[config.mk]
export PLATFORM = sky130hd
export DESIGN_NAME = prg_dma_loader_flat
export DESIGN_NICKNAME = d
export VERILOG_FILES = /design/src/rtl/prg_dma_loader_if.sv /design/src/rtl/prg_dma_loader.sv /design/src/flat_wrapper.sv
export SDC_FILE = /design/constraint.sdc
export NUM_CORES = 1
export LEC_CHECK = 0
export CAP_MARGIN = 20
export CELL_PAD_IN_SITES_DETAIL_PLACEMENT = 0
export CELL_PAD_IN_SITES_GLOBAL_PLACEMENT = 1
export CORE_MARGIN = 8
export CORE_UTILIZATION = 39
export CTS_CLUSTER_DIAMETER = 40
export DETAILED_ROUTE_END_ITERATION = 12
export HOLD_SLACK_MARGIN = 0.02
export PLACE_DENSITY_LB_ADDON = 0.1
export SLEW_MARGIN = 20
export SYNTH_ARGS = -nofsm -noshare
export SYNTH_HDL_FRONTEND = slang
export SYNTH_SLANG_ARGS = --single-unit
[constraint.sdc]
create_clock -name clk -period 4.6 [get_ports clk]
set_input_delay 1.38 -clock clk [delete_from_list [all_inputs] [get_ports clk]]
set_output_delay 1.38 -clock clk [all_outputs]
set_load 0.05 [all_outputs]
[src/rtl/prg_dma_loader_if.sv]
// prg_dma_loader_if: control, c64 bus and ROM signals of the PRG DMA loader
interface prg_dma_loader_if #(parameter int ROM_AW = 13) ();
  logic              start;
  logic [15:0]       len;
  logic [15:0]       load_addr;
  logic              phi2;
  logic              ba;
  logic [ROM_AW-1:0] rom_addr;
  logic [7:0]        rom_data;
  logic              dma;
  logic [15:0]       ao;
  logic [7:0]        d_o;
  logic              rw;
  logic              busy;
  logic              done;
  logic              overflow;
  modport master (
    output start, len, load_addr, phi2, ba, rom_data,
    input  rom_addr, dma, ao, d_o, rw, busy, done, overflow
  );
  modport slave (
    input  start, len, load_addr, phi2, ba, rom_data,
    output rom_addr, dma, ao, d_o, rw, busy, done, overflow
  );
endinterface

[src/rtl/prg_dma_loader.sv]
// prg_dma_loader: copies a ROM image into c64 memory over DMA, one byte per phi2 cycle.
// Define PRG_HEADER_EN to take the target address from the 2-byte PRG header instead of load_addr.
module prg_dma_loader #(parameter int ROM_AW = 13) (
  input logic            clk,
  input logic            reset,
  prg_dma_loader_if.slave bus
);
`ifdef PRG_HEADER_EN
  typedef enum logic [2:0] {IDLE, FETCH, WAIT_WR, FINISH, HDR_LO, HDR_HI} state_t;
  logic unused_load_addr;
  assign unused_load_addr = ^bus.load_addr;
`else
  typedef enum logic [2:0] {IDLE, FETCH, WAIT_WR, FINISH} state_t;
`endif
  state_t            state_q;
  logic [ROM_AW-1:0] rom_addr_q, rom_inc;
  logic [15:0]       ao_q, cnt_q;
  logic [7:0]        d_o_q;
  logic              dma_q, rw_q, busy_q, done_q, ovf_q, phi2_q, ba_ok_q;
  logic              commit, last;
  // ba_ok_q: ba has been 1 on every clk of the current/last phi2-high phase
  assign commit  = phi2_q & ~bus.phi2 & ba_ok_q;
  assign last    = cnt_q == 16'd1 || ao_q == 16'hFFFF;
  assign rom_inc = rom_addr_q + ROM_AW'(~&rom_addr_q);
  always_ff @(posedge clk or posedge reset)
    if (reset) begin
      state_q    <= IDLE;
      rom_addr_q <= '0;
      ao_q       <= '0;
      cnt_q      <= '0;
      d_o_q      <= '0;
      dma_q      <= 1'b0;
      rw_q       <= 1'b1;
      busy_q     <= 1'b0;
      done_q     <= 1'b0;
      ovf_q      <= 1'b0;
      phi2_q     <= 1'b0;
      ba_ok_q    <= 1'b0;
    end else begin
      phi2_q  <= bus.phi2;
      ba_ok_q <= bus.phi2 & bus.ba & (~phi2_q | ba_ok_q);
      done_q  <= 1'b0;
      case (state_q)
        IDLE: if (bus.start) begin
          cnt_q      <= bus.len;
          rom_addr_q <= '0;
          ovf_q      <= 1'b0;
`ifdef PRG_HEADER_EN
          busy_q     <= 1'b1;
          state_q    <= HDR_LO;
        end
        HDR_LO: begin
          ao_q[7:0]  <= bus.rom_data;
          rom_addr_q <= rom_inc;
          state_q    <= HDR_HI;
        end
        HDR_HI: begin
          ao_q[15:8] <= bus.rom_data;
          rom_addr_q <= rom_inc;
`else
          ao_q       <= bus.load_addr;
`endif
          state_q    <= bus.len == 16'd0 ? FINISH : FETCH;
          busy_q     <= bus.len != 16'd0;
          dma_q      <= bus.len != 16'd0;
          done_q     <= bus.len == 16'd0;
        end
        FETCH: begin
          d_o_q   <= bus.rom_data;
          rw_q    <= 1'b0;
          state_q <= WAIT_WR;
        end
        WAIT_WR: if (commit) begin
          rw_q       <= 1'b1;
          ao_q       <= ao_q + 16'(ao_q != 16'hFFFF);
          rom_addr_q <= rom_inc;
          cnt_q      <= cnt_q - 16'd1;
          ovf_q      <= ao_q == 16'hFFFF && cnt_q != 16'd1;
          state_q    <= last ? FINISH : FETCH;
          dma_q      <= ~last;
          busy_q     <= ~last;
          done_q     <= last;
        end
        default: state_q <= IDLE;
      endcase
    end
`ifdef PRG_HEADER_EN
`else
`endif
  assign bus.rom_addr = rom_addr_q;
  assign bus.dma      = dma_q;
  assign bus.ao       = ao_q;
  assign bus.d_o      = d_o_q;
  assign bus.rw       = rw_q;
  assign bus.busy     = busy_q;
  assign bus.done     = done_q;
  assign bus.overflow = ovf_q;
endmodule

[src/flat_wrapper.sv]
// flat-port wrapper written by rule: the top's interface ports become plain ports
module prg_dma_loader_flat 
#(parameter int ROM_AW = 13)
  (clk, reset, bus_start, bus_len, bus_load_addr, bus_phi2, bus_ba, bus_rom_data, bus_rom_addr, bus_dma, bus_ao, bus_d_o, bus_rw, bus_busy, bus_done, bus_overflow);
  prg_dma_loader_if #(.ROM_AW(ROM_AW)) bus_i ();
  input logic clk;
  input logic reset;
  input wire logic [$bits(bus_i.start)-1:0] bus_start;
  input wire logic [$bits(bus_i.len)-1:0] bus_len;
  input wire logic [$bits(bus_i.load_addr)-1:0] bus_load_addr;
  input wire logic [$bits(bus_i.phi2)-1:0] bus_phi2;
  input wire logic [$bits(bus_i.ba)-1:0] bus_ba;
  input wire logic [$bits(bus_i.rom_data)-1:0] bus_rom_data;
  output wire logic [$bits(bus_i.rom_addr)-1:0] bus_rom_addr;
  output wire logic [$bits(bus_i.dma)-1:0] bus_dma;
  output wire logic [$bits(bus_i.ao)-1:0] bus_ao;
  output wire logic [$bits(bus_i.d_o)-1:0] bus_d_o;
  output wire logic [$bits(bus_i.rw)-1:0] bus_rw;
  output wire logic [$bits(bus_i.busy)-1:0] bus_busy;
  output wire logic [$bits(bus_i.done)-1:0] bus_done;
  output wire logic [$bits(bus_i.overflow)-1:0] bus_overflow;
  assign bus_i.start = bus_start;
  assign bus_i.len = bus_len;
  assign bus_i.load_addr = bus_load_addr;
  assign bus_i.phi2 = bus_phi2;
  assign bus_i.ba = bus_ba;
  assign bus_i.rom_data = bus_rom_data;
  assign bus_rom_addr = bus_i.rom_addr;
  assign bus_dma = bus_i.dma;
  assign bus_ao = bus_i.ao;
  assign bus_d_o = bus_i.d_o;
  assign bus_rw = bus_i.rw;
  assign bus_busy = bus_i.busy;
  assign bus_done = bus_i.done;
  assign bus_overflow = bus_i.overflow;
  prg_dma_loader #(.ROM_AW(ROM_AW)) u_core (.clk(clk), .reset(reset), .bus(bus_i));
endmodule
==> results.cfg <==
[power_and_ir_drop]
cell_internal_pwr_uw = 1594
p_leak_uw = 0.001800
total_switching_power_uw = 1379
power_switching_share = 0.4638
design_power_total_uw = 2973
power.share.combinational = 0.484
power-per-cell-area_nw_per_um2 = 651.1
vdd.ir_drop.worst_mv = 0.2739
pwr-share-clk = 0.187
seqPwrFrac = 0.329

[clock_network]
clk_latency_ns = 0.34
cts.reportedPaths.clkPinSlew_ns = 0.08
tritoncts = yes
cts-htree-levels = 3
cts.repair.resized = 0
cts.sink_count = 61
post_cts.repair.setup_buffers = 0
ctsHoldBuffers = 0
clockRootBuffer = sky130_fd_sc_hd__clkbuf_8
maximum_number_of_buffers_from_clock_root_to_sink = 2
cts_made_buffers = 9

[finish]
final-instance-count-excl-fill = 573
design.final.nets = 510
drive_above_1_share = 0.09247
postLayoutCoreUtil = 0.5339
syn_to_final_growth_pct = 35.80
layout.filler_cells = 846
number_of_antenna_cells_inserted = 0

[sta]
finClkSkew_ns = 0.01085
fin_crit_sh = 0.6708
timing.slew.headroom = 0.4120
grt_setup_unrepaired = false
worst_pin_slew_ns = 0.8810
slew_violations = 0
setup_violations = 0
maxClockFrequency_mhz = 324.1
finalWorstPathRequiredPeriod_ns = 3.086
finalSetupTns_ns = 0
report.final.hold_viol_count = 0

[critical_path]
cpPeakStageDelay_ns = 0.88
criticalPathCategory = reg2out
critical_path_required_ns = 3.22
path_max_fanout = 8
standard_cell_with_the_maximum_stage_delay_on_the_critical_path = sky130_fd_sc_hd__clkdlybuf4s50_1
buffers_plus_inverters_on_the_worst_setup_path = 1
worstSetupStartpointType = flop
path_cells = clkdlybuf4s50_1
arrival_time_at_the_worst_endpoint_ns = 1.71
cp-end-kind = primary output
critical-path-top-delay-family = buffers and inverters

[run]
maxCapViolations = 0

[floorplanning]
number_of_top_level_pins = 87
die_w_um = 108.8
core-area_sq_um = 8551
die_y_um = 108.8
floorplan.die_area_sq_um = 11850
rows = 34
initial_utilization = 0.3932

[yosys]
synthesis.area_sq_um = 3362
post_synth.cell_area_avg_sq_um = 8.965
synth-warning-count = 0
synth_enable_flop_cells = 0
share_of_the_synthesized_area_in_the_top_cell_type = 0.4466
yosysUniqueCellTypes = 54
synth_ff_type = sky130_fd_sc_hd__dfrtp_1
synth_area_leader_cell = sky130_fd_sc_hd__dfrtp_1
syn-instance-count = 375
synth.net_count = 425
asyncSetResetFlopFracSynth = 1.000
seq_area_frac_synth = 0.4544
synthTopCellsByArea = sky130_fd_sc_hd__dfrtp_1, sky130_fd_sc_hd__a21oi_1, sky130_fd_sc_hd__nand2_1, sky130_fd_sc_hd__nor2_1, sky130_fd_sc_hd__o21ai_0
ys_seq_elements = 61

[global_route]
vias_in_the_first_global_route = 3176
grt_first_pass_wirelength_um = 16160
grt_max_degree = 50
global_route_total_overflow = 0
grt_use_total = 0.1728
grt_antenna_before_repair = 0

[drt]
firstDrtPassIters = 4
drt-wirelength-per-cell_um = 17.63
ant_nets = 0
routed_wl_um = 10100
drt-vias-per-instance = 5.620
drt_iter0_markers = 219
dr_total_vias = 3220
detail_route.drc_violations = 0

[worst_hold_path]
holdCritPathClass = reg2reg

[placement]
placed_cells = 557
post-dp-hpwl_um = 7216
routabilityCongestion = 0.8563
port-buffer-count = 86

[run_status]
outcome = finished, final reports clean
state kept, by name, indices dropped and copies added, names as in the netlist:
register             flops
u_core.phi2_q            1
u_core.bus.dma           1
u_core.ba_ok_q           1
u_core.bus.d_o           8
u_core.cnt_q            16
u_core.bus.ao           16
u_core.bus.rom_addr     13
u_core.bus.done          1
u_core.state_q           2
u_core.bus.rw            1
u_core.bus.overflow      1
placed cells by master, fill, tap and decap left out, drive strengths merged, types with 2 or more instances in the layout:
| cell type | synthesis | routed |
|---|---|---|
| a2111oi | 2 | 2 |
| a21oi | 34 | 34 |
| a22oi | 4 | 4 |
| a311oi | 2 | 2 |
| a31oi | 7 | 7 |
| and2 | 2 | 2 |
| and3 | 4 | 4 |
| and4 | 4 | 4 |
| buf | 4 | 10 |
| bufinv | 0 | 2 |
| clkbuf | 18 | 12 |
| clkdlybuf4s50 | 0 | 86 |
| clkinv | 1 | 4 |
| dfrtp | 60 | 60 |
| ha | 5 | 5 |
| inv | 6 | 5 |
| mux2 | 8 | 8 |
| nand2 | 39 | 39 |
| nand2b | 4 | 4 |
| nand3 | 15 | 15 |
| nand4 | 15 | 15 |
| nor2 | 37 | 37 |
| nor2b | 2 | 2 |
| nor3 | 11 | 11 |
| nor4 | 9 | 9 |
| o21a | 3 | 3 |
| o21ai | 24 | 24 |
| o22a | 8 | 8 |
| o22ai | 5 | 5 |
| o2bb2ai | 2 | 2 |
| o32ai | 4 | 4 |
| or2 | 2 | 2 |
| or3 | 6 | 6 |
| or4 | 3 | 3 |
| xor2 | 10 | 10 |
logic make-up (layout without fill, tap and decap cells):
family / count (synthesis) / after routing / synth area share
compound gates: 103 / 103 / 0.1917
buf+inv: 29 / 119 / 0.03647
fa+ha+maj: 5 / 5 / 0.01861
xor+xnor: 11 / 11 / 0.02866
flops: 61 / 61 / 0.4544
simple gates: 157 / 157 / 0.2404
mux: 9 / 9 / 0.02977
synthesized netlist by cell type, types with 2 or more instances:
| cell type | n |
|---|---|
| sky130_fd_sc_hd__nand2b_1 | 4 |
| sky130_fd_sc_hd__nor4_1 | 8 |
| sky130_fd_sc_hd__clkbuf_1 | 17 |
| sky130_fd_sc_hd__nand4_1 | 15 |
| sky130_fd_sc_hd__o22a_1 | 8 |
| sky130_fd_sc_hd__o21ai_0 | 24 |
| sky130_fd_sc_hd__and3_1 | 4 |
| sky130_fd_sc_hd__o32ai_1 | 4 |
| sky130_fd_sc_hd__ha_1 | 5 |
| sky130_fd_sc_hd__mux2_2 | 8 |
| sky130_fd_sc_hd__o21a_1 | 3 |
| sky130_fd_sc_hd__a22oi_1 | 4 |
| sky130_fd_sc_hd__nand2_1 | 39 |
| sky130_fd_sc_hd__or2_2 | 2 |
| sky130_fd_sc_hd__nand3_1 | 15 |
| sky130_fd_sc_hd__xor2_1 | 10 |
| sky130_fd_sc_hd__a31oi_1 | 7 |
| sky130_fd_sc_hd__or3_1 | 6 |
| sky130_fd_sc_hd__o2bb2ai_1 | 2 |
| sky130_fd_sc_hd__nor2_1 | 37 |
| sky130_fd_sc_hd__nor3_1 | 11 |
| sky130_fd_sc_hd__and2_1 | 2 |
| sky130_fd_sc_hd__inv_1 | 6 |
| sky130_fd_sc_hd__a311oi_1 | 2 |
| sky130_fd_sc_hd__o22ai_1 | 5 |
| sky130_fd_sc_hd__nor2b_1 | 2 |
| sky130_fd_sc_hd__dfrtp_1 | 60 |
| sky130_fd_sc_hd__or4_4 | 3 |
| sky130_fd_sc_hd__and4_1 | 4 |
| sky130_fd_sc_hd__a21oi_1 | 34 |
worst paths after layout:
check | to | startpoint | slack (ns) | cells past startpoint
worst max-delay path | bus_ao[2] | u_core.bus.ao[2]$_DFFE_PP0P_ | 1.51 | 1
worst min-delay path | u_core.bus.rw$_DFFE_PP1P_ | u_core.bus.rw$_DFFE_PP1P_ | 0.49 | 2
worst max register to register | u_core.bus.ao[10]$_DFFE_PP0P_ | u_core.bus.ao[7]$_DFFE_PP0P_ | 2.06 | 10
worst min register to register | u_core.bus.rw$_DFFE_PP1P_ | u_core.bus.rw$_DFFE_PP1P_ | 0.49 | 2
max in group asynchronous | u_core.bus.ao[1]$_DFFE_PP0P_ | reset | 2.40 | 3
min in group asynchronous | u_core.cnt_q[11]$_DFFE_PP0P_ | reset | 1.52 | 2
area by class of cell:
| type | instances | area [sq um] | share of cell area |
|---|---|---|---|
| timing repair buffer | 96 | 935.9 | 0.2050 |
| clock inverter | 4 | 70.07 | 0.01535 |
| inverter | 7 | 27.53 | 0.006029 |
| multi-input combinational | 285 | 1714 | 0.3754 |
| sequential | 61 | 1528 | 0.3346 |
| tap | 108 | 135.1 | 0.02960 |
| clock buffer | 12 | 155.1 | 0.03398 |
power groups by stage:
stage / clock, uW / combinational [uW] / sequential (uW)
floorplan: 0 / 648 / 1300
global placement: 0 / 1430 / 980
detailed placement: 0 / 1440 / 982
CTS: 563 / 1450 / 974
global route: 591 / 1550 / 1020
finish: 556 / 1440 / 978
layer usage:
metal | wire, um | part of all wire | track usage
met5 | 0 | 0 | 0
met4 | 106 | 0.010 | 0.05083
met3 | 660 | 0.065 | 0.04314
met2 | 4589 | 0.45 | 0.2659
met1 | 4748 | 0.47 | 0.2348
through the flow:
stage	area [sq um]	setup WS (ns)	hold WS, ns
floorplan	3362	1.709	0.4498
global placement	4339	1.452	0.4721
detailed placement	4339	1.404	0.4767
CTS	4564	1.512	0.4905
global route	4566	1.461	0.5291
finish	4566	1.514	0.4895
worst reg2reg max path: stages (launching register included):
cell and delay (ns):
sky130_fd_sc_hd__dfrtp_1 0.47, sky130_fd_sc_hd__and4_1 0.28, sky130_fd_sc_hd__and3_1 0.35, sky130_fd_sc_hd__nand2_1 0.14, sky130_fd_sc_hd__and2_1 0.18, sky130_fd_sc_hd__ha_1 0.22
sky130_fd_sc_hd__nand3_1 0.17, sky130_fd_sc_hd__nor2_1 0.09, sky130_fd_sc_hd__and4_1 0.22, sky130_fd_sc_hd__o21a_1 0.17, sky130_fd_sc_hd__o22a_1 0.16
(Power assumes the default switching activity.)
